### src/rtl/imem_port_arbiter_if.sv
// Bus bundle between the fetch unit, the loader/debug port, the instruction
// memory array and the arbiter. The arbiter takes the slave view; the
// requesters and memory together take the master view.
interface imem_port_arbiter_if #(
    parameter int unsigned MEM_DEPTH_LOG2 = 10
);
    logic                      fetch_req;
    logic [31:0]               fetch_addr;
    logic                      fetch_gnt;
    logic                      fetch_rvalid;
    logic [31:0]               fetch_rdata;

    logic                      load_req;
    logic                      load_we;
    logic [31:0]               load_addr;
    logic [31:0]               load_wdata;
    logic                      load_gnt;
    logic                      load_rvalid;
    logic [31:0]               load_rdata;

    logic                      mem_en;
    logic                      mem_we;
    logic [MEM_DEPTH_LOG2-1:0] mem_addr;
    logic [31:0]               mem_wdata;
    logic [31:0]               mem_rdata;

    logic                      addr_err;

    modport slave (
        input  fetch_req, fetch_addr,
        input  load_req, load_we, load_addr, load_wdata,
        input  mem_rdata,
        output fetch_gnt, fetch_rvalid, fetch_rdata,
        output load_gnt, load_rvalid, load_rdata,
        output mem_en, mem_we, mem_addr, mem_wdata,
        output addr_err
    );

    modport master (
        output fetch_req, fetch_addr,
        output load_req, load_we, load_addr, load_wdata,
        output mem_rdata,
        input  fetch_gnt, fetch_rvalid, fetch_rdata,
        input  load_gnt, load_rvalid, load_rdata,
        input  mem_en, mem_we, mem_addr, mem_wdata,
        input  addr_err
    );
endinterface

### src/rtl/imem_port_arbiter.sv
// Instruction memory port arbiter: shares one single-port memory between the
// read-only fetch unit and a read/write loader port. The loader has priority,
// and a starvation counter forces a fetch grant after STARVE_LIMIT denials.
module imem_port_arbiter #(
    parameter int unsigned MEM_DEPTH_LOG2 = 10,
    parameter int unsigned STARVE_LIMIT   = 4,
    parameter logic [31:0] NOP_INSN       = 32'h0000_0013
) (
    input  logic                clk,
    input  logic                reset,
    imem_port_arbiter_if.slave  bus
);
    localparam logic [3:0]  LIMIT  = 4'(STARVE_LIMIT);
    localparam int unsigned HI_LSB = MEM_DEPTH_LOG2 + 2;

    typedef enum logic [2:0] {
        RD_NONE,
        RD_FETCH,
        RD_LOAD,
        RD_OOR_FETCH,
        RD_OOR_LOAD
    } rd_owner_t;

    rd_owner_t   rd_owner;
    rd_owner_t   rd_owner_d;
    logic [3:0]  starve_cnt;
    logic        fetch_rvalid;
    logic        load_rvalid;
    logic [31:0] fetch_hold;
    logic [31:0] load_hold;
    logic        addr_err;

    logic        force_fetch;
    logic        fetch_gnt;
    logic        load_gnt;
    logic        any_gnt;
    logic [31:0] gnt_addr;
    logic        gnt_oor;
    logic        gnt_misaligned;
    logic [31:0] fetch_rdata_c;
    logic [31:0] load_rdata_c;

    // Same-cycle grant decision and address classification of the winner.
    always_comb begin
        force_fetch    = bus.fetch_req & (starve_cnt == LIMIT);
        fetch_gnt      = bus.fetch_req & (~bus.load_req | force_fetch);
        load_gnt       = bus.load_req & ~fetch_gnt;
        any_gnt        = fetch_gnt | load_gnt;
        gnt_addr       = fetch_gnt ? bus.fetch_addr : bus.load_addr;
        gnt_oor        = (gnt_addr >> HI_LSB) != '0;
        gnt_misaligned = gnt_addr[1:0] != 2'b00;
    end

    // Owner of the read accepted this cycle; writes leave it at NONE.
    always_comb begin
        rd_owner_d = RD_NONE;
        if (fetch_gnt) begin
            rd_owner_d = gnt_oor ? RD_OOR_FETCH : RD_FETCH;
        end else if (load_gnt && !bus.load_we) begin
            rd_owner_d = gnt_oor ? RD_OOR_LOAD : RD_LOAD;
        end
    end

    // Read data arrives from memory during the cycle after the strobe, so the
    // returned word is muxed straight through while rvalid is high and then
    // captured into a hold register so rdata stays put between responses.
    always_comb begin
        fetch_rdata_c = (rd_owner == RD_OOR_FETCH) ? NOP_INSN : bus.mem_rdata;
        load_rdata_c  = (rd_owner == RD_OOR_LOAD)  ? NOP_INSN : bus.mem_rdata;
    end

    // Read-return FSM, rvalid/rdata hold, starvation counter and sticky error.
    always_ff @(posedge clk or negedge reset) begin
        if (!reset) begin
            rd_owner     <= RD_NONE;
            fetch_rvalid <= 1'b0;
            load_rvalid  <= 1'b0;
            fetch_hold   <= '0;
            load_hold    <= '0;
            starve_cnt   <= '0;
            addr_err     <= 1'b0;
        end else begin
            rd_owner     <= rd_owner_d;
            fetch_rvalid <= (rd_owner_d == RD_FETCH) || (rd_owner_d == RD_OOR_FETCH);
            load_rvalid  <= (rd_owner_d == RD_LOAD)  || (rd_owner_d == RD_OOR_LOAD);
            if (fetch_rvalid) begin
                fetch_hold <= fetch_rdata_c;
            end
            if (load_rvalid) begin
                load_hold <= load_rdata_c;
            end
            if (bus.fetch_req && !fetch_gnt) begin
                if (starve_cnt != LIMIT) begin
                    starve_cnt <= starve_cnt + 4'd1;
                end
            end else begin
                starve_cnt <= '0;
            end
            if (any_gnt && (gnt_oor || gnt_misaligned)) begin
                addr_err <= 1'b1;
            end
        end
    end

    assign bus.fetch_gnt    = fetch_gnt;
    assign bus.load_gnt     = load_gnt;
    assign bus.mem_en       = any_gnt & ~gnt_oor;
    assign bus.mem_we       = load_gnt & bus.load_we;
    assign bus.mem_addr     = gnt_addr[MEM_DEPTH_LOG2+1:2];
    assign bus.mem_wdata    = bus.load_wdata;
    assign bus.fetch_rvalid = fetch_rvalid;
    assign bus.load_rvalid  = load_rvalid;
    assign bus.fetch_rdata  = fetch_rvalid ? fetch_rdata_c : fetch_hold;
    assign bus.load_rdata   = load_rvalid  ? load_rdata_c  : load_hold;
    assign bus.addr_err     = addr_err;

endmodule

### src/flat_wrapper.sv
// flat-port wrapper written by rule: the top's interface ports become plain ports
module imem_port_arbiter_flat 
#(
    parameter int unsigned MEM_DEPTH_LOG2 = 10,
    parameter int unsigned STARVE_LIMIT   = 4,
    parameter logic [31:0] NOP_INSN       = 32'h0000_0013
)
  (clk, reset, bus_fetch_req, bus_fetch_addr, bus_load_req, bus_load_we, bus_load_addr, bus_load_wdata, bus_mem_rdata, bus_fetch_gnt, bus_fetch_rvalid, bus_fetch_rdata, bus_load_gnt, bus_load_rvalid, bus_load_rdata, bus_mem_en, bus_mem_we, bus_mem_addr, bus_mem_wdata, bus_addr_err);
  imem_port_arbiter_if #(.MEM_DEPTH_LOG2(MEM_DEPTH_LOG2)) bus_i ();
  input  logic clk;
  input  logic reset;
  input wire logic [$bits(bus_i.fetch_req)-1:0] bus_fetch_req;
  input wire logic [$bits(bus_i.fetch_addr)-1:0] bus_fetch_addr;
  input wire logic [$bits(bus_i.load_req)-1:0] bus_load_req;
  input wire logic [$bits(bus_i.load_we)-1:0] bus_load_we;
  input wire logic [$bits(bus_i.load_addr)-1:0] bus_load_addr;
  input wire logic [$bits(bus_i.load_wdata)-1:0] bus_load_wdata;
  input wire logic [$bits(bus_i.mem_rdata)-1:0] bus_mem_rdata;
  output wire logic [$bits(bus_i.fetch_gnt)-1:0] bus_fetch_gnt;
  output wire logic [$bits(bus_i.fetch_rvalid)-1:0] bus_fetch_rvalid;
  output wire logic [$bits(bus_i.fetch_rdata)-1:0] bus_fetch_rdata;
  output wire logic [$bits(bus_i.load_gnt)-1:0] bus_load_gnt;
  output wire logic [$bits(bus_i.load_rvalid)-1:0] bus_load_rvalid;
  output wire logic [$bits(bus_i.load_rdata)-1:0] bus_load_rdata;
  output wire logic [$bits(bus_i.mem_en)-1:0] bus_mem_en;
  output wire logic [$bits(bus_i.mem_we)-1:0] bus_mem_we;
  output wire logic [$bits(bus_i.mem_addr)-1:0] bus_mem_addr;
  output wire logic [$bits(bus_i.mem_wdata)-1:0] bus_mem_wdata;
  output wire logic [$bits(bus_i.addr_err)-1:0] bus_addr_err;
  assign bus_i.fetch_req = bus_fetch_req;
  assign bus_i.fetch_addr = bus_fetch_addr;
  assign bus_i.load_req = bus_load_req;
  assign bus_i.load_we = bus_load_we;
  assign bus_i.load_addr = bus_load_addr;
  assign bus_i.load_wdata = bus_load_wdata;
  assign bus_i.mem_rdata = bus_mem_rdata;
  assign bus_fetch_gnt = bus_i.fetch_gnt;
  assign bus_fetch_rvalid = bus_i.fetch_rvalid;
  assign bus_fetch_rdata = bus_i.fetch_rdata;
  assign bus_load_gnt = bus_i.load_gnt;
  assign bus_load_rvalid = bus_i.load_rvalid;
  assign bus_load_rdata = bus_i.load_rdata;
  assign bus_mem_en = bus_i.mem_en;
  assign bus_mem_we = bus_i.mem_we;
  assign bus_mem_addr = bus_i.mem_addr;
  assign bus_mem_wdata = bus_i.mem_wdata;
  assign bus_addr_err = bus_i.addr_err;
  imem_port_arbiter #(.MEM_DEPTH_LOG2(MEM_DEPTH_LOG2), .STARVE_LIMIT(STARVE_LIMIT), .NOP_INSN(NOP_INSN)) u_core (.clk(clk), .reset(reset), .bus(bus_i));
endmodule
### config.mk
export PLATFORM = sky130hd
export DESIGN_NAME = imem_port_arbiter_flat
export DESIGN_NICKNAME = d
export VERILOG_FILES = /design/src/rtl/imem_port_arbiter_if.sv /design/src/rtl/imem_port_arbiter.sv /design/src/flat_wrapper.sv
export SDC_FILE = /design/constraint.sdc
export NUM_CORES = 1
export LEC_CHECK = 0
export CAP_MARGIN = 10
export CORE_ASPECT_RATIO = 1.2
export CORE_MARGIN = 5
export CORE_UTILIZATION = 35
export DETAILED_ROUTE_END_ITERATION = 6
export PLACE_DENSITY = 0.82
export SYNTH_ARGS = -nofsm -noshare
export SYNTH_HDL_FRONTEND = slang
export SYNTH_SLANG_ARGS = --single-unit
### constraint.sdc
create_clock -name clk -period 2.42 [get_ports clk]
set_input_delay 0.484 -clock clk [delete_from_list [all_inputs] [get_ports clk]]
set_output_delay 0.484 -clock clk [all_outputs]
set_load 0.01 [all_outputs]
==> reports/qor.csv, run 1 <==
metric;value;unit
GRT overflow;0;
FF+latch count, synth;74;
drt first pass iters;4;
CTS tree;done;
Cell variety after synth;28;
CP Class;in2out;
leading area contributor after synthesis;dfrtp_1;
H-Tree Depth;3;
Chip Width;99.8;um
Cell Pwr Density;654;nW/um^2
met1 wire length;4230;um
largest net degree at the start of global routing;75;
Worst Path Required;1.94;ns
Crit Path Max Fanout;2;
first-pass GRT wire length;18300;um
Met2 Wirelength;6080;um
vias in the first global route;3478;
GRT Total Usage;20.3;%
Post-Syn Area;3390;um^2
most area-consuming cells after synthesis;dfrtp_1 (55%), o21ai_0 (9.0%), buf_4 (7.1%);
Post-DP HPWL;9480;um
violated checks;negative setup slack;
nature of the critical path startpoint;input port;
# IOs;246;
Final nets;671;
ANT nets after route;0;
DIE AREA;11800;um^2
synth warn;0;
Clock transition at path regs;0.06;ns
Die Y;118;um
Placed Cells incl. Taps;641;
Mapped Cells;362;
Crit. End Element;output pin;
vias per std cell;4.83;
max-cap check violation count;0;
max-slew violations;0;
CTS buffer count;9;
worst-path cell chain;clkdlybuf4s50_1 -> nor4_2 -> nand3_1 -> mux2i_2 -> and2_4 -> nor2b_4 -> buf_6;
post-synth top area share;54.7;%
Most used DFF post-synth;dfrtp_1;
Reg2Reg Depth;9;
Avg Synthesized Cell Area;9.36;um^2
worst r2r dst;u_core.bus.addr_err;
share of flip-flops with an asynchronous set or reset;100;%
Antenna Diode Count;0;
hold-fix buffers at CTS;0;
Final Util;59.2;%
critical path's slowest cell;clkdlybuf4s50_1;
Max clock buf depth;2;
Least-Margin Pin Slew;0.906;ns
total power draw;3680;uW
met3 wire length;1180;um
Hold WC Path Type;in2async;
syn nets;497;
top cells by count, synth;dfrtp_1 (74), nand2_1 (64), inv_1 (62), o21ai_0 (61), buf_4 (32);
cell area after layout;5630;um^2
status;finished with violations;
share of cells above drive strength 1;14.4;%
fin crit share;103;%
Core ar.;9520;um^2
final hold violations;0;
initial antenna violation count;2;
most common cell in the netlist;dfrtp_1;
CTS root buf;clkbuf_16;
vias;3209;
Starting Density;35.6;%
total routed wirelength;11900;um
clock network latency to the later pin of the worst-skew pair;0.32;ns
port buffer count;181;
sequential fraction of the synthesis area;54.7;%
Final min period;2.50;ns
fmax;401;MHz
Critical Path AT;2.01;ns
DR iter-0 viols;119;
Leak Pwr;0.00281;uW
RR Startpoint;u_core.starve_cnt[1];
Worst path max stage delay;0.47;ns
uppermost layer routed;met5;
P&R area growth vs syn;66.2;%
Slew headroom;39.6;%
final worst setup slack;-0.0760;ns
Clock Sinks;74;
std cell rows;39;
average wire per standard cell;18.0;um
FF-to-FF setup slack;0.70;ns
Setup Skew;0.00446;ns
Worst VDD drop;0.000305;V
Remaining DRCs;0;
GPL Wtd Cong;0.913;
unrepaired setup endpoints after global routing;yes;
placed inst area;5200;um^2
Post-synth EDFFs;0;
Setup Viol. Count Final;1;
Layout Cells excl Fill;664;
==> worst max-delay path, delay by kind of cell <==
family	cells	cell delay, ns
buf+inv	2	0.57
simple gates	4	0.74
mux	1	0.21
==> final cells by class <==
type,count,area (um^2)
Sequential cell,74,1850
Clock inverter,6,80.1
Timing Repair Buffer,208,1980
Clock buffer,10,239
Fill cell,817,3880
Tap cell,123,154
Multi-Input combinational cell,181,1090
Inverter,62,233
==> how the worst max path moves through the flow <==
stage	slack [ns]	depth (start not counted)	start	end
floorplan	0.52	6	u_core.starve_cnt[0]	bus_mem_addr[0]
global placement	-0.71	7	bus_load_addr[16]	bus_mem_en
detailed placement	-0.69	7	bus_load_addr[16]	bus_mem_en
CTS	-0.11	7	u_core.starve_cnt[1]	bus_mem_addr[2]
global route	-0.15	7	bus_load_addr[28]	bus_mem_en
finish	-0.08	7	bus_load_addr[28]	bus_mem_en
==> state kept, by name, summed over array words and instances, names as in the netlist <==
name / flops
u_core.bus.addr_err: 1
u_core.bus.fetch_rvalid: 1
u_core.bus.load_rvalid: 1
u_core.fetch_hold: 32
u_core.load_hold: 32
u_core.rd_owner: 3
u_core.starve_cnt: 4
==> metal layers <==
layer  vias up  track usage (%)
met5         -            0.905
met4         4             10.9
met3        29             5.93
met2       202             34.6
met1      1504             22.1
li1       1470                -
==> power by group <==
part / internal, uW / switching, uW / total, uW / leakage, uW
Clock: 922 / 475 / 1400 / 0.000162
Combinational: 436 / 413 / 849 / 0.00174
Sequential: 1390 / 46.0 / 1440 / 0.000913
Total: 2750 / 934 / 3680 / 0.00281
==> cells by family after synthesis <==
logic type                 Yosys count  share of synthesized area, %
xor gates and xnor gates             2                         0.517
adders and majority gates            2                         0.738
buffers and inverters              107                          15.8
DFF                                 74                          54.7
muxes                               12                          3.91
AOI/OAI and AO/OA                   72                          11.9
and+or+nand+nor                     93                          12.5
==> cells in the final DEF (no fill, tap or decap), types with 2 or more instances in the layout <==
master	netlist	final
o21ai_0	61	60
o21a_1	2	2
clkdlybuf4s50_1	0	104
o22a_1	6	6
buf_6	1	9
clkbuf_2	0	5
nand3_1	3	3
mux2_2	10	3
bufinv_16	0	2
nor2_1	6	6
dfrtp_1	74	74
nor4_1	11	7
buf_4	32	21
mux2_4	0	7
nand2_1	64	64
and2_1	3	2
dlygate4sd2_1	0	47
clkinv_2	0	4
nor4_2	0	3
clkbuf_16	0	9
inv_1	62	61
buf_2	4	4
dlymetal6s2s_1	0	18
==> stage by stage <==
step	setup WS [ns]	hold slack, ns	TNS [ns]
2_1_floorplan	0.519	0.188	0
3_5_place_dp	-0.695	0.487	-5.55
3_3_place_gp	-0.714	0.477	-5.37
6_report	-0.0760	0.276	-0.0760
4_1_cts	-0.111	0.310	-0.594
5_1_grt	-0.150	0.373	-0.217
==> timing repair <==
| action | CTS | global route |
|---|---|---|
| endpoints found under the setup margin | 57 | 33 |
| buffers inserted | 3 | 3 |
| gates cloned | 1 | 0 |
| gates resized for setup | 89 | 45 |
| pin swaps | 5 | 7 |
Power figures use the tool's default switching activity.
==> run 2, diff against run 1 <==
Settings changed: CORE_MARGIN 5 to 2.
==> run 2 against run 1 <==
  * The run still ends with negative setup slack left
  * Count of clock-buffer cells in the layout up 5
  * Highest routed layer is now met4
  * Largest power group unchanged
  * Hold slack better by 0.021 ns
  * Die area down 11%
  * Utilization up 0.83 points
  * Global-route usage up 0.91 points
  * First-iteration DRC count down 5.9%
==> reports/qor.csv, run 2 (synthesized netlist as in run 1, its figures left out) <==
metric;value;unit;change
# fillers;789;;-3.4%
max-cap check violation count;0;;unchanged
final worst setup slack;-0.0719;ns;+0.00411 ns
drt first pass iters;4;;unchanged
CTS buffer count;9;;unchanged
GRT overflow;0;;unchanged
Largest regs;u_core.fetch_hold (32), u_core.load_hold (32), u_core.starve_cnt (4);;
register area;1850;um^2;unchanged
Crit Path Max Fanout;2;;unchanged
initial antenna violation count;0;;-2
Max clock buf depth;2;;unchanged
Setup Viol. Count Final;1;;unchanged
final hold violations;0;;unchanged
max-slew violations;0;;unchanged
# IOs;246;;unchanged
area of the multi-input gates;1100;um^2;+0.92%
Clock transition at path regs;0.05;ns;about the same
P&R area growth vs syn;67.7;%;
commonest non-fill, non-tap cells in the layout;clkdlybuf4s50_1 (105), dfrtp_1 (74), nand2_1 (64);;
DIE AREA;10500;um^2;-11%
Final nets;679;;+1.2%
placed inst area;5210;um^2;+0.14%
Core ar.;9470;um^2;-0.51%
DR iter-0 viols;112;;-5.9%
Leak Pwr;0.00278;uW;-1.1%
CTS tree;done;;
status;finished with violations;;
CTS root buf;clkbuf_16;;
Hold WC Path Type;in2async;;
Comb power frac;23.1;%;about the same
Die Y;112;um;-5.1%
fmax;401;MHz;+0.16%
first-pass GRT wire length;17000;um;-7.2%
port buffer count;181;;unchanged
Worst VDD drop;0.000340;V;+11%
Cell Pwr Density;643;nW/um^2;-1.6%
Reg2Reg Depth;16;;+7
Starting Density;35.8;%;+0.18 points
nature of the critical path startpoint;input port;;
Crit. End Element;output pin;;
hold-fix buffers at CTS;0;;unchanged
Worst Path Required;1.94;ns;about the same
internal cell power;2740;uW;-0.45%
ANT nets after route;0;;unchanged
FF-to-FF setup slack;0.09;ns;-0.61 ns
sw power;922;uW;-1.4%
average wire per standard cell;16.5;um;-8.0%
total routed wirelength;11100;um;-6.9%
RR Startpoint;u_core.starve_cnt[1];;
unrepaired setup endpoints after global routing;yes;;
CP startpoint;bus_load_addr[29];;
share of cells above drive strength 1;15.5;%;+1.1 points
H-Tree Depth;3;;unchanged
worst r2r dst;u_core.bus.addr_err;;
Clock Sinks;74;;unchanged
std cell rows;39;;unchanged
violated checks;negative setup slack;;
clock network latency to the later pin of the worst-skew pair;0.32;ns;about the same
vias in the first global route;3392;;-2.5%
Least-Margin Pin Slew;0.911;ns;+0.00412 ns
GRT Total Usage;21.2;%;+0.91 points
Setup Skew;0.00576;ns;+0.00131 ns
vias per std cell;4.72;;-2.4%
Slew headroom;39.3;%;-0.27 points
Final min period;2.49;ns;-0.00411 ns
register share of total power;39.3;%;+0.3 points
Clk network pwr share;37.6;%;-0.3 points
CP Class;in2out;;
Chip Width;93.8;um;-6.0%
switching share of total power;25.2;%;-0.17 points
most common cell after layout, fill and taps aside;clkdlybuf4s50_1;;
Antenna Diode Count;0;;unchanged
vias;3170;;-1.2%
largest net degree at the start of global routing;75;;unchanged
Post-DP HPWL;8400;um;-11%
cell area after layout;5680;um^2;+0.89%
Critical Path AT;2.01;ns;about the same
GPL Wtd Cong;0.940;;+3.0%
fin crit share;103;%;-0.17 points
TNS Setup;-0.0719;ns;+0.00411 ns
Remaining DRCs;0;;unchanged
## run 2: power by group through the flow
stage,Combinational [uW],Sequential [uW],Clock [uW]
finish,845,1440,1380
floorplan,354,1440,0
global placement,899,1450,0
CTS,848,1440,1410
global route,920,1450,1450
detailed placement,920,1460,0
## run 2: worst max-delay path, cell delays in order
cell and delay, ns:
clkdlybuf4s50_1 0.50, nor4_4 0.27, nand3_2 0.13, mux2i_2 0.20, and2_4 0.18, nor2b_4 0.14
buf_6 0.10
## run 2: timing repair
action | 4_1_cts | 5_1_grt
resized for setup | 105 | 34
pin swaps | 3 | 7
setup endpoints to repair | 66 | 23
gates cloned | 1 | 0
setup buffers | 11 | 2
## run 2: how the worst max path moves through the flow
stage	to	slack, ns	depth (start not counted)
after floorplan	bus_mem_addr[0]	0.52	6
after global placement	bus_mem_en	-0.53	8
after detailed placement	bus_mem_en	-0.54	8
after CTS	bus_mem_en	-0.08	9
after global routing	bus_mem_en	-0.16	7
final	bus_mem_en	-0.07	7
## run 2: stage by stage
| step | hold slack [ns] | cells | power [uW] | setup WS, ns | utilization, % |
|---|---|---|---|---|---|
| finish | 0.297 | 672 | 3660 | -0.0719 | 60.0 |
| global route | 0.388 | 672 | 3820 | -0.158 | 60.0 |
| CTS | 0.327 | 670 | 3690 | -0.0757 | 59.2 |
| detailed placement | 0.478 | 642 | 2380 | -0.540 | 55.0 |
| global placement | 0.476 | 642 | 2340 | -0.532 | 55.0 |
| floorplan | 0.188 | 362 | 1800 | 0.519 | - |
## run 2: final cells by class
type | count | area share (%)
Multi-Input combinational cell | 181 | 19.4
Sequential cell | 74 | 32.6
Tap cell | 123 | 2.71
Clock inverter | 1 | 0.528
Inverter | 62 | 4.10
Clock buffer | 15 | 5.06
Timing Repair Buffer | 216 | 35.6
## run 2: per-layer routing
metal	GRT usage (%)	share of wire [%]	vias up
li1	-	-	1479
met1	23.8	37	1502
met2	37.4	53	171
met3	4.94	7.3	18
met4	9.76	2.3	0
met5	0	0	-
